==> src/rtl/sa_tile_feeder.sv <==
// Feeds one tile command into the 4x4 systolic array: clear, k aligned A/B words, then FLUSH_CYC zero beats.
// done arrives k+3+FLUSH_CYC cycles after acceptance; commands are held off (cmd_ready=0) until back in IDLE.
module sa_tile_feeder #(
  parameter int ADDR_W    = 12,
  parameter int K_W       = 16,
  parameter int FLUSH_CYC = 6
) (
  input  logic              clk,
  input  logic              rst_n,
  input  logic              cmd_valid,
  output logic              cmd_ready,
  input  logic [K_W-1:0]    cmd_k,
  input  logic [ADDR_W-1:0] cmd_a_base,
  input  logic [ADDR_W-1:0] cmd_b_base,
  output logic              a_rd_en,
  output logic [ADDR_W-1:0] a_addr,
  input  logic [31:0]       a_rdata,
  output logic              b_rd_en,
  output logic [ADDR_W-1:0] b_addr,
  input  logic [31:0]       b_rdata,
  output logic              sa_start,
  output logic              sa_vld,
  output logic [31:0]       sa_a_bus,
  output logic [31:0]       sa_b_bus,
  output logic              busy,
  output logic              done
);

  typedef enum logic [2:0] {
    S_IDLE,
    S_CLR,
    S_STREAM,
    S_FLUSH,
    S_DONE
  } state_t;

  state_t              r_state;
  state_t              w_state_nxt;
  logic [K_W-1:0]      r_k;
  logic [K_W-1:0]      r_cnt;
  logic [K_W-1:0]      w_cnt_nxt;
  logic [ADDR_W-1:0]   r_a_base;
  logic [ADDR_W-1:0]   r_b_base;
  logic                r_rd_q;
  logic                w_rd_en;
  logic                w_flush_zero;
  logic                w_accept;
  logic                w_cnt_last;
  logic                w_flush_last;

  assign w_accept     = cmd_valid & cmd_ready;
  // r_k is nonzero whenever STREAM is entered, so k-1 cannot underflow.
  assign w_cnt_last   = (r_cnt == (r_k - K_W'(1)));
  assign w_flush_last = (r_cnt == K_W'(FLUSH_CYC));

  always_comb begin
    w_state_nxt  = r_state;
    w_cnt_nxt    = r_cnt;
    cmd_ready    = 1'b0;
    sa_start     = 1'b0;
    w_rd_en      = 1'b0;
    w_flush_zero = 1'b0;
    done         = 1'b0;
    case (r_state)
      S_IDLE: begin
        cmd_ready = 1'b1;
        w_cnt_nxt = '0;
        if (cmd_valid) w_state_nxt = S_CLR;
      end
      S_CLR: begin
        sa_start    = 1'b1;
        w_cnt_nxt   = '0;
        w_state_nxt = (r_k != '0) ? S_STREAM : S_DONE;
      end
      S_STREAM: begin
        w_rd_en = 1'b1;
        if (w_cnt_last) begin
          w_cnt_nxt   = '0;
          w_state_nxt = S_FLUSH;
        end else begin
          w_cnt_nxt = r_cnt + K_W'(1);
        end
      end
      S_FLUSH: begin
        // Beat 0 carries the final read word; beats 1..FLUSH_CYC are zero.
        w_flush_zero = (r_cnt != '0);
        if (w_flush_last) begin
          w_cnt_nxt   = '0;
          w_state_nxt = S_DONE;
        end else begin
          w_cnt_nxt = r_cnt + K_W'(1);
        end
      end
      S_DONE: begin
        done        = 1'b1;
        w_state_nxt = S_IDLE;
      end
      default: w_state_nxt = S_IDLE;
    endcase
  end

  always_ff @(posedge clk or negedge rst_n) begin
    if (!rst_n) begin
      r_state  <= S_IDLE;
      r_cnt    <= '0;
      r_k      <= '0;
      r_a_base <= '0;
      r_b_base <= '0;
      r_rd_q   <= 1'b0;
    end else begin
      r_state <= w_state_nxt;
      r_cnt   <= w_cnt_nxt;
      r_rd_q  <= w_rd_en;
      if (w_accept) begin
        r_k      <= cmd_k;
        r_a_base <= cmd_a_base;
        r_b_base <= cmd_b_base;
      end
    end
  end

  assign a_rd_en  = w_rd_en;
  assign b_rd_en  = w_rd_en;
  assign a_addr   = r_a_base + ADDR_W'(r_cnt);
  assign b_addr   = r_b_base + ADDR_W'(r_cnt);
  assign sa_vld   = r_rd_q | w_flush_zero;
  assign sa_a_bus = r_rd_q ? a_rdata : '0;
  assign sa_b_bus = r_rd_q ? b_rdata : '0;
  assign busy     = (r_state != S_IDLE);

endmodule

==> config.mk <==
export PLATFORM = sky130hd
export DESIGN_NAME = sa_tile_feeder
export DESIGN_NICKNAME = d
export VERILOG_FILES = /design/src/rtl/sa_tile_feeder.sv
export SDC_FILE = /design/constraint.sdc
export NUM_CORES = 1
export LEC_CHECK = 0
export CAP_MARGIN = 40
export CELL_PAD_IN_SITES_DETAIL_PLACEMENT = 0
export CELL_PAD_IN_SITES_GLOBAL_PLACEMENT = 1
export CORE_MARGIN = 1.5
export CORE_UTILIZATION = 34
export CTS_BUF_LIST = sky130_fd_sc_hd__clkbuf_8
export CTS_CLUSTER_DIAMETER = 150
export DETAILED_ROUTE_END_ITERATION = 7
export GPL_TIMING_DRIVEN = 0
export PLACE_DENSITY = 0.91
export RECOVER_POWER = 50
export SYNTH_ARGS = -nofsm -noshare
export SYNTH_HDL_FRONTEND = slang
export SYNTH_SLANG_ARGS = --single-unit
export TNS_END_PERCENT = 30
==> constraint.sdc <==
create_clock -name clk -period 5 [get_ports clk]
set_input_delay 1 -clock clk [delete_from_list [all_inputs] [get_ports clk]]
set_output_delay 1 -clock clk [all_outputs]
set_load 0.03 [all_outputs]
* After elaboration in Yosys (flattened, before gate mapping)
Cells that the tools add are included.
** Operators by class
- Bitwise logic cells :: 2
- $add $sub $neg :: 4
- Reduce and logical (&&, ||, !) cells :: 7
- Mux-type cells :: 15
- Eq/ne operators :: 9
** Operator list (count)
- 2-to-1 mux 32 bit :: 2
- case mux 16 bit (3 select lines) :: 1
- 2-to-1 mux 16 bit :: 2
- nonzero test 16 bit :: 2
- adder 12 bit :: 2
- adder 16 x 1 -> 16 bit, second input constant :: 1
- equality test 16 bit :: 1
- equality test 16 x 3 -> 1 bit, second input constant :: 1
- subtractor 16 x 1 -> 16 bit, second input constant :: 1
- 2-to-1 mux 3 bit :: 4
- case mux 3 bit (4 select lines) :: 1
- equality test 3 x 2 -> 1 bit, second input constant :: 2
- != test 2 bit, second input constant :: 3
- nonzero test 3 bit :: 2
- 2-to-1 mux 1 bit :: 5
- equality test 3 x 1 -> 1 bit, second input constant :: 1
- equality test 3 bit, second input constant :: 1
- logical NOT 3 bit :: 1
- AND reduction 3 bit :: 1
- OR reduction 2 bit :: 1
- AND 1 bit :: 1
- OR 1 bit :: 1
** Word-level totals
- Word-level logic and storage cells :: 43
- Output and inout bits :: 95
- Bits in registers :: 60
- Input bits :: 107

* Logic depth before layout (Yosys ltp)
- Depth after elaboration :: 4
- Depth in mapped cells :: 9
- Gate-level depth less buffers :: 9

* Least setup slack after synthesis
No wires, ideal clock.
- Kind :: register -> output
- From :: reg r_cnt[0]
- To :: out a_addr[10]
- Data required time :: 4.000 ns
- Path buffers :: 0
- Stages on the path, launching flop included :: 10
- Data arrival time :: 2.819 ns
- Slack :: 1.181 ns
- Path through :: dfrtp_1 > ha_1 > inv_1 > fa_1 > nor2b_1 > o21ai_0 > a21boi_0 > o21ai_0 > a21oi_1 > o311ai_0
** Between the ends
- Word-level cells in the longest chain between the ends :: 1
** RTL lines
- start: declaration :: RTL line 40 : logic [K_W-1:0] r_cnt;
- start signal: assignment :: RTL line 112 : r_cnt <= w_cnt_nxt;
- adder 12 bit :: RTL line 124 : assign a_addr = r_a_base + ADDR_W'(r_cnt);
- end: declaration :: RTL line 16 : output logic [ADDR_W-1:0] a_addr,
Every way passes these cells.

* Worst setup path in the final report
Same ends and word-level chain as after synthesis.

==> flow_summary.yaml <==
status:
  status: "finished, violations left"
  violations: "max-capacitance violations, max-slew violations"
global_route:
  grt.total_usage_pct: 23.9
  antenna_found_initial: 0
  grt_pass1_wl_um: 26000
  grt-ovfl-total: 0
  grt_pass1_vias: 4604
  grt_max_degree: 34
clock_network:
  cts-root-buf: "clkbuf_8"
  postCtsSetupBuffers: 0
  clk_pin_slew_ns: 0.07
  cts_resized: 0
  cts.sinks: 60
  cts.path.max_buffers: 2
  tritoncts.num_buffers: 9
  hold_buffers: 0
  tritoncts: "yes"
  clock_latency_ns: 0.35
  h-tree-depth: 3
worst_setup_path:
  crit_buf_inv: 2
  critPathMaxFanout: 8
  arrival_ns: 3.67
  crit_top_cell: "o21ai_0"
  slowest_stage: "clkdlybuf4s50_1"
  end_kind: "output pin"
  cpLargestDelayFamily: "compound AO/OA/AOI/OAI gates"
  timing.rr.start: "r_k[5]"
  start_kind: "register"
  cp_cell_sequence: "ha_1, inv_1, fa_1, nor2b_1, o21ai_0, a21boi_0, o21ai_0, a21oi_1, o311ai_0, clkdlybuf4s50_1"
  worstSetupPathType: "register to output pin"
  worstPathRequired_ns: 4.00
  max_stage_delay_ns: 0.76
  worstSetupStartpoint: "r_cnt[0]"
min_path:
  min-delay-start: "r_a_base[8]"
  hp-class: "register to register"
drt:
  vias: 4602
  wl_per_cell_um: 19.0
  viasPerCell: 5.11
  drc: 0
  drt-total-wl_um: 17100
  first_pass_iters: 5
  postRouteAntennaNets: 0
  drtIter0Drc: 165
power:
  power_density_nw_per_um2: 579
  switchingPower_w: 0.00193
  power.internal_w: 0.00218
  p_leak_nw: 2.86
  power.share.clock_pct: 13.6
  swShare_pct: 46.9
  peakVddDrop_uv: 175
  p_comb_share_pct: 65.5
  seqPwrFrac_pct: 21.0
timing:
  min_period_ns: 4.67
  setup_violations: 0
  slew_violations: 63
  fmax_ghz: 0.214
  slew_headroom_pct: -17.4
  fin_crit_sh_pct: 93.4
  hold_viol: 0
  worst_slew_pin_slew_ns: 1.76
  grt_setup_unrepaired: "no"
  setup_slack_ns: 0.331
  finalSetupTns_ns: 0
  finalClockSkew_ns: 0.00932
logic_synthesis:
  syn_nets: 641
  synthTopCellsByCount: "and2_1, dfrtp_1, nand2_1, xnor2_1, mux2_2"
  netlist_instances: 506
  syn-cell-area_sq_um: 4610
  post-synth-top-count-cell: "and2_1"
  yosys_register_bits: 60
  netlist_top_cells_area: "dfrtp_1, and2_1, mux2_2, ha_1, xnor2_1"
  yosys_warnings: 0
  dominantRegCellSynth: "dfrtp_1"
  netlist.area_leader.share_pct: 32.6
  synth-seq-area-share_pct: 32.6
  synth_edf_count: 0
  synth_top_area_cell: "dfrtp_1"
  async_flop_share_pct: 100
  synth.avg_cell_area_sq_um: 9.11
  synth.distinct_cells: 54
cells_and_area:
  nets: 855
  regArea_sq_um: 1500
  area_growth_pct: 54.0
  num_antenna_cells: 0
  fillers: 1199
  drive_gt1_share_pct: 9.66
  multi_input_area_sq_um: 2930
  layout.cells.non_filler: 901
floorplanning:
  rows: 42
  dieArea_sq_um: 14300
  die_h_um: 119
  pin_count: 202
  dieWidth_um: 119
  start_util_pct: 34.8
  coreArea_sq_um: 13200
placed_design:
  gp_congestion: 0.860
  place_hpwl_um: 13900
  numPortBuffers: 201
  dp_slack_ns: 0.755
  dp.cells: 885
run:
  cap_violations: 2
==> cell families (layout without fill, tap and decap cells) <==
kind of cell | after synthesis | in the layout | synth area share [%]
XOR/XNOR | 50 | 50 | 9.50
adder cells (fa/ha/maj) | 28 | 28 | 7.93
AO/OA/AOI/OAI | 83 | 83 | 12.9
flip-flops | 60 | 60 | 32.6
AND/OR/NAND/NOR | 206 | 206 | 24.5
multiplexers | 36 | 36 | 8.77
buffers and inverters | 43 | 262 | 3.80
==> per-stage QoR <==
step | instance area, sq um | hold WS (ns) | util, % | power (W)
finish | 7100 | 0.515 | 53.6 | 0.00411
global route | 7100 | 0.526 | 53.6 | 0.00435
CTS | 7120 | 0.519 | 53.8 | 0.00414
detailed placement | 6870 | 0.503 | 51.9 | 0.00357
global placement | 6840 | 0.495 | 51.7 | 0.00350
floorplan | 4610 | 0.485 | - | 0.00254
==> worst register-to-register path, stage by stage (launching register included) <==
cell       delay, ns
dfrtp_1         0.36
clkbuf_1        0.17
or3_1           0.39
clkbuf_1        0.22
o31ai_1         0.39
a21oi_1         0.13
a311o_1         0.39
a2111oi_4       0.62
buf_6           0.26
a21oi_2         0.07
==> metal layers <==
| metal | up-vias | track usage (%) | part of all wire, % |
|---|---|---|---|
| li1 | 2191 | - | - |
| met4 | 0 | 6.99 | 1.8 |
| met5 | - | 0 | 0 |
| met3 | 18 | 4.55 | 6.6 |
| met2 | 174 | 45.4 | 53 |
| met1 | 2219 | 26.9 | 38 |
==> power groups by stage <==
stage / registers, W / logic (W) / clock network [W]
2_1_floorplan: 0.000804 / 0.00174 / 0
3_3_place_gp: 0.000856 / 0.00264 / 0
3_5_place_dp: 0.000869 / 0.00270 / 0
4_1_cts: 0.000859 / 0.00272 / 0.000567
5_1_grt: 0.000889 / 0.00287 / 0.000588
6_report: 0.000862 / 0.00269 / 0.000558
==> cell type report <==
cell class	count	share of cell area [%]
Buffer	26	1.57
Clock buffer	11	2.13
Clock inverter	5	1.39
Inverter	17	0.899
Multi-Input combinational cell	403	41.3
Sequential cell	60	21.1
Tap cell	176	3.10
Timing Repair Buffer	203	28.5
==> sequential cells by signal (all words and copies together), names as in the netlist <==
| signal | count |
|---|---|
| r_k | 16 |
| r_a_base | 12 |
| r_rd_q | 1 |
| r_state | 3 |
| r_cnt | 16 |
| r_b_base | 12 |
==> final timing paths <==
check                      slack (ns)     endpoint  depth (start not counted)
setup / recovery                 0.33   a_addr[10]                         10
hold / removal                   0.51  r_a_base[8]                          1
setup reg to reg                 1.86     r_cnt[5]                          9
hold reg to reg                  0.51  r_a_base[8]                          1
max in group asynchronous        1.67      r_k[11]                          2
min in group asynchronous        1.00  r_b_base[3]                          1
==> cell usage in the layout (no fill, tap or decap), drive strengths merged, types with 4 or more instances in the layout <==
cell type and n:
clkbuf 35, nand2b 7, nand4 5, o21ai 22
or4 5, xor2 14, o21a 4, and2 67
buf 4, xnor2 36, nor2 27, dfrtp 60
nand3 11, nor2b 6, inv 18, mux2 35
dlygate4sd3 5, clkdlybuf4s50 195, ha 26, nor4 9
or3 6, nand2 36, and3 5, a21oi 26
nor3 13
No activity file was read; power rests on OpenSTA's default activity.
